--- src/rtl/usr_shift_reg_pkg.sv ---
// Shared mode encoding for the universal shift register and its bit cells.
package usr_shift_pkg;

  typedef logic [1:0] mode_t;

  localparam mode_t MODE_HOLD = 2'b00;
  localparam mode_t MODE_SHL  = 2'b01;
  localparam mode_t MODE_SHR  = 2'b10;
  localparam mode_t MODE_LOAD = 2'b11;

  function automatic logic is_shift(input mode_t m);
    return (m == MODE_SHL) || (m == MODE_SHR);
  endfunction

endpackage

--- src/rtl/usr_shift_reg_cell.sv ---
// One bit of the universal shift register: 4:1 next-value mux, enable,
// asynchronous active-high reset to a per-bit value.
module usr_cell
  import usr_shift_pkg::*;
#(
  parameter logic RST_VAL = 1'b0
) (
  input  logic  clk,
  input  logic  reset,
  input  logic  en,
  input  mode_t mode,
  input  logic  left_i,   // lower-index neighbour, moves in on shift left
  input  logic  right_i,  // higher-index neighbour, moves in on shift right
  input  logic  load_i,
  output logic  q_o
);

  logic q_q;
  logic q_d;

  always_comb begin
    q_d = q_q;
    if (en) begin
      case (mode)
        MODE_SHL:  q_d = left_i;
        MODE_SHR:  q_d = right_i;
        MODE_LOAD: q_d = load_i;
        default:   q_d = q_q;
      endcase
    end
  end

  always_ff @(posedge clk or posedge reset) begin
    if (reset) begin
      q_q <= RST_VAL;
    end else begin
      q_q <= q_d;
    end
  end

  assign q_o = q_q;

endmodule

--- src/rtl/usr_shift_reg.sv ---
// Universal shift register: WIDTH bit cells plus a saturating shift counter
// that emits a one-cycle frame_done pulse on the WIDTH-th shift after load/reset.
module usr_shift_reg
  import usr_shift_pkg::*;
#(
  parameter int               WIDTH     = 4,
  parameter logic [WIDTH-1:0] RESET_VAL = '0,
  parameter int               CNT_W     = $clog2(WIDTH + 1)
) (
  input  logic             clk,
  input  logic             reset,
  input  logic             en,
  input  mode_t            mode,
  input  logic             sin_lsb,
  input  logic             sin_msb,
  input  logic [WIDTH-1:0] pdin,
  output logic [WIDTH-1:0] q,
  output logic             sout_msb,
  output logic             sout_lsb,
  output logic [CNT_W-1:0] cnt,
  output logic             frame_done
);

  localparam logic [CNT_W-1:0] CNT_FULL = CNT_W'(WIDTH);
  localparam logic [CNT_W-1:0] CNT_LAST = CNT_W'(WIDTH - 1);

  logic [WIDTH-1:0] q_vec;
  logic [WIDTH-1:0] left_nb;
  logic [WIDTH-1:0] right_nb;

  // End cells see the serial inputs in place of a missing neighbour.
  assign left_nb  = {q_vec[WIDTH-2:0], sin_lsb};
  assign right_nb = {sin_msb, q_vec[WIDTH-1:1]};

  for (genvar i = 0; i < WIDTH; i++) begin : g_cell
    usr_cell #(
      .RST_VAL(RESET_VAL[i])
    ) u_cell (
      .clk    (clk),
      .reset  (reset),
      .en     (en),
      .mode   (mode),
      .left_i (left_nb[i]),
      .right_i(right_nb[i]),
      .load_i (pdin[i]),
      .q_o    (q_vec[i])
    );
  end

  logic [CNT_W-1:0] cnt_q;
  logic [CNT_W-1:0] cnt_d;
  logic             frame_q;
  logic             frame_d;

  // Saturation at CNT_FULL is what keeps frame_done from re-firing.
  always_comb begin
    cnt_d   = cnt_q;
    frame_d = 1'b0;
    if (en) begin
      if (mode == MODE_LOAD) begin
        cnt_d = '0;
      end else if (is_shift(mode) && (cnt_q != CNT_FULL)) begin
        cnt_d   = cnt_q + CNT_W'(1);
        frame_d = (cnt_q == CNT_LAST);
      end
    end
  end

  always_ff @(posedge clk or posedge reset) begin
    if (reset) begin
      cnt_q   <= '0;
      frame_q <= 1'b0;
    end else begin
      cnt_q   <= cnt_d;
      frame_q <= frame_d;
    end
  end

  assign q          = q_vec;
  assign sout_msb   = q_vec[WIDTH-1];
  assign sout_lsb   = q_vec[0];
  assign cnt        = cnt_q;
  assign frame_done = frame_q;

endmodule

--- config.mk ---
export PLATFORM = sky130hd
export DESIGN_NAME = usr_shift_reg
export DESIGN_NICKNAME = d
export VERILOG_FILES = /design/src/rtl/usr_shift_reg_pkg.sv /design/src/rtl/usr_shift_reg_cell.sv /design/src/rtl/usr_shift_reg.sv
export SDC_FILE = /design/constraint.sdc
export NUM_CORES = 1
export LEC_CHECK = 0
export CELL_PAD_IN_SITES_DETAIL_PLACEMENT = 1
export CELL_PAD_IN_SITES_GLOBAL_PLACEMENT = 2
export CORE_MARGIN = 10
export CORE_UTILIZATION = 21
export CTS_CLUSTER_DIAMETER = 40
export DETAILED_ROUTE_END_ITERATION = 16
export PLACE_DENSITY_LB_ADDON = 0.2
export SKIP_CTS_REPAIR_TIMING = 1
export SYNTH_ARGS = -nofsm -noshare
export SYNTH_HDL_FRONTEND = slang
export SYNTH_SLANG_ARGS = --single-unit
export TNS_END_PERCENT = 10
--- constraint.sdc ---
create_clock -name clk -period 1.44 [get_ports clk]
set_clock_uncertainty 0.1 [all_clocks]
set_input_delay 0.288 -clock clk [delete_from_list [all_inputs] [get_ports clk]]
set_output_delay 0.288 -clock clk [all_outputs]
set_load 0.005 [all_outputs]
# Word-level counts from Yosys, hierarchy flattened
# Cells that the tools add are included.
# word_totals
regBits,8
input_bits,11
out_inout_bits,10
# op_classes
add_sub_neg,1
n_eq_ne,5
mux,9
n_reduce_logical,6
# ops
cell,count
1-bit case mux with 3 select lines,4
3-bit 2-to-1 mux,2
2-bit equality test (second input constant),2
2-bit AND reduction,2
3-bit by 1-bit adder with 3-bit output (second input constant),1
3-bit by 2-bit equality test with 1-bit output (second input constant),1
1-bit 2-to-1 mux,3
3-bit inequality test (second input constant),1
3-bit nonzero test,1
2-bit by 1-bit equality test with 1-bit output (second input constant),1
2-bit nonzero test,1
1-bit logical AND,1
1-bit logical OR,1

# Longest topological paths before layout
# Gate-level depths: netlist (run 1).
# depth
word_depth,6
ltp_mapped,5
mapped_depth_nobuf,5

# Cells and area by module
# From an unflattened synthesis (run 1), not the netlist that was laid out.
# hier_totals
hier_cells,57
hier_area_um2,554.3
# by_module_without_submodules
mod,instances,cells_per_inst,area_each_um2,seq_area_each_um2
usr_cell,4,8,72.6,25.0
usr_shift_reg,1,25,264.0,100.1

# Least setup slack after synthesis (run 1)
# No wires, ideal clock.
# synth_timing
path_type,input to register
from,input port mode[0]
to,"register cnt_q[0], in the netlist cnt[0]"
setup_ns,0.125
arrival_ns,1.198
required_ns,1.215
slack_ns,0.017
path_stages,5
path_buffers,0
path_cell_list,inv_1 > ha_1 > a21boi_2 > and3b_1 > mux2_2
# synth_via
elab_chain_cells,5
elab_cells_between_ends,8
# synth_lines
item,line,rtl
from (decl),usr_shift_reg.sv:13,"input mode_t mode,"
2-bit by 1-bit equality test with 1-bit output or 2-bit equality test (tied branches),usr_shift_reg_pkg.sv:12,return (m == MODE_SHL) || (m == MODE_SHR);
1-bit logical OR,usr_shift_reg_pkg.sv:12,
1-bit logical AND,usr_shift_reg.sv:62,end else if (is_shift(mode) && (cnt_q != CNT_FULL)) begin
2-bit nonzero test (no source line),--,
2-bit AND reduction (no source line),--,
to (signal assigned),usr_shift_reg.sv:74,cnt_q <= cnt_d;
to (decl),usr_shift_reg.sv:50,logic [CNT_W-1:0] cnt_q;
# Several ways; a longest one is shown, not always the timed one.
# A chain may end at the register's enable or synchronous reset.

# Worst setup path in the final report (run 1)
# layout_timing
from,"register cnt_q[0], in the netlist cnt[0]"
to,"register cnt_q[2], in the netlist cnt[2]"
# layout_via
elab_chain_cells,4
elab_cells_between_ends,7
# layout_lines
item
branches (longest 4 deep; another with 3-bit by 1-bit adder with 3-bit output)
# Several ways; the timed one is not identified. The select of a mux whose other input is x is not followed.

==> metrics, run 1 <==
area leader, netlist=dfrtp_1; Syn Nets=70; worst-margin pin slew=0.309 ns; Reg2Reg Depth=4; Nets=100; first-pass GRT wire length=2150 um; mux share of post-synthesis cell area=2.17%; vias in the first global route=455; Final Hold Viols=0; CP startpoint kind=flop; CTS Sinks=8; Yosys reg bits=8; leakage power figure=0.542 nW; WP data arrival=1.55 ns; Final Power=1.01 mW; syn_area_per_cell=9.77 sq um; Slew Limit Fails=0; simple-gate share of the synthesized area=11.4%; initial antenna violation count=0; synth cell count leaders=dfrtp_1 (8), ha_1 (6), inv_1 (6); Die Area=4850 sq um; gpl congestion=0.717; Post-Syn Instances=53; Post-Place Setup Slack=-0.554 ns; asr flop ratio synth=100%; Post-Synth Adder-Cell Area=14.5%; top_reg_cell synth=dfrtp_1; FP Rows=17; RR Endpoint=cnt[2]$_DFFE_PP0P_; failing checks=negative setup slack; Longest Clk Path Bufs=2; largest family of logic cells by synthesized area=compound AO/OA/AOI/OAI gates; Initial Util=22.8%; chip width=69.7 um; register area share after synthesis=38.6%; post-synthesis xor/xnor area fraction=0%; DR vias=473; maxcap violations=0; CTS root buffer=clkbuf_4; Hold Slack=0.184 ns; vias per cell=4.34; synth top area cells=dfrtp_1 (39%), ha_1 (14%), a22o_1 (8.5%); Inserted Diodes=0; fin crit share=102%; first-pass iteration count of the detailed router=2; clk_lat worst skew=0.25 ns; # setup viols final=1; GRT Overall Usage=5.37%; layout cells sized above 1=30.9%; area grow syn2layout=70.3%; I/O pins=21; Slew HR=79.4%; Num CTS Buffers=3; compound-gate portion of the synthesized area=21.7%; WL per Instance=13.0 um; largest net degree at the start of global routing=9; most frequent cell after synthesis=dfrtp_1; crit-path max FO=4; CP endpoint kind=flop; Peak Freq=0.683 GHz; maximum vdd drop=0.523 mV; antenna viol nets, final=0; P per Cell Area=1140 nW/um^2; status=complete, but fails checks; GR Overflow Total=0; RSZ-0062 raised after global routing=true; setup ws final=-0.0244 ns; Port-buffer cells=20; Unique masters post-synth=18; Synthesis Warnings=0; drt total wl=1420 um; launch point of the worst reg-to-reg path=cnt[0]$_DFFE_PP0P_; htree depth=1; Setup CP Type=flop to flop; CTS clock-pin slew for the worst setup and hold paths=0.05 ns; Core Util, Final=38.8%; Post-synth EDFFs=0; reg-to-reg slack, setup=-0.02 ns; min-delay worst type=primary input to asynchronous set/reset pin; Req. time, crit path=1.52 ns; Synth Cell Area=518 sq um; Tmin final=1.46 ns; Die Height=69.7 um; Yosys top cell area share=38.6%; core area=2280 sq um; number of remaining DRC errors=0; DRT iter0 DRCs=3; CTS tree=done; HPWL after detailed placement=1110 um
[metal layers]
metal	vias to the layer above	part of all wire, %	GRT usage (%)
met3	2	3.7	2.00
met2	12	46	7.46
met1	222	48	6.76
met5	-	0	0
met4	0	1.9	3.26
li1	237	-	-
[metrics by stage]
| step | cells | setup TNS (ns) | cell area (sq um) |
|---|---|---|---|
| CTS | 105 | -2.62 | 783 |
| global route | 109 | -0.174 | 882 |
| floorplan | 53 | 0 | 518 |
| finish | 109 | -0.0244 | 882 |
| detailed placement | 102 | -3.66 | 761 |
| global placement | 102 | -3.44 | 761 |
[registers in the layout (all words and copies together), names as in the netlist]
register / count
frame_done: 1
g_cell.u_cell.q_o: 4
cnt: 3
[critical path: stages, from the launching register on]
cell,delay [ns]
dfrtp_1,0.41
ha_1,0.22
ha_1,0.28
nor4bb_2,0.27
a21o_1,0.12
[where the power goes]
group          leakage [nW]  switching (mW)  internal [mW]
clock                0.0138          0.0740         0.0952
combinational         0.426           0.188          0.309
sequential            0.102          0.0561          0.286
total                 0.542           0.318          0.690
[area by class of cell]
cell class	instances	area, sq um
clock buffer	3	22.5
fill	259	1390
inverter	6	22.5
multi-input combinational	34	295
sequential	8	201
tap	28	35.0
timing repair buffer	30	305
[cell usage in the layout (no fill, tap or decap), drive strengths merged, types with 3 or more instances in the layout]
cell type      instances
dlymetal6s2s          12
buf                   10
clkdlybuf4s50          8
dfrtp                  8
o21ai                  6
inv                    6
ha                     6
a22o                   5
a21oi                  4
nand2                  4
clkbuf                 3
[logic make-up after synthesis]
family,after synthesis
AOI/OAI and AO/OA,17
adders and majority gates,6
muxes,1
buffers and inverters,11
DFF,8
and+or+nand+nor,10
[worst max path at each step]
stage	to	depth (start not counted)	slack, ns	start
finish	cnt[2]$_DFFE_PP0P_	4	-0.02	cnt[0]$_DFFE_PP0P_
global route	cnt[2]$_DFFE_PP0P_	4	-0.13	cnt[0]$_DFFE_PP0P_
CTS	cnt[0]$_DFFE_PP0P_	6	-0.29	mode[0]
detailed placement	cnt[0]$_DFFE_PP0P_	6	-0.55	mode[0]
global placement	cnt[0]$_DFFE_PP0P_	6	-0.51	mode[0]
floorplan	cnt[0]$_DFFE_PP0P_	5	0.02	mode[0]
Power figures use the tool's default switching activity.
==> inputs of run 2 (changes only) <==
- HOLD_SLACK_MARGIN: unset -> 0.02
==> results of run 2 <==
The final DEF is identical to that of run 1; final timing and power are the same.
==> inputs of run 3 (changes only) <==
- CTS_CLUSTER_DIAMETER: 40 -> 30
==> results of run 3 <==
The final DEF is identical to that of run 1; final timing and power are the same.
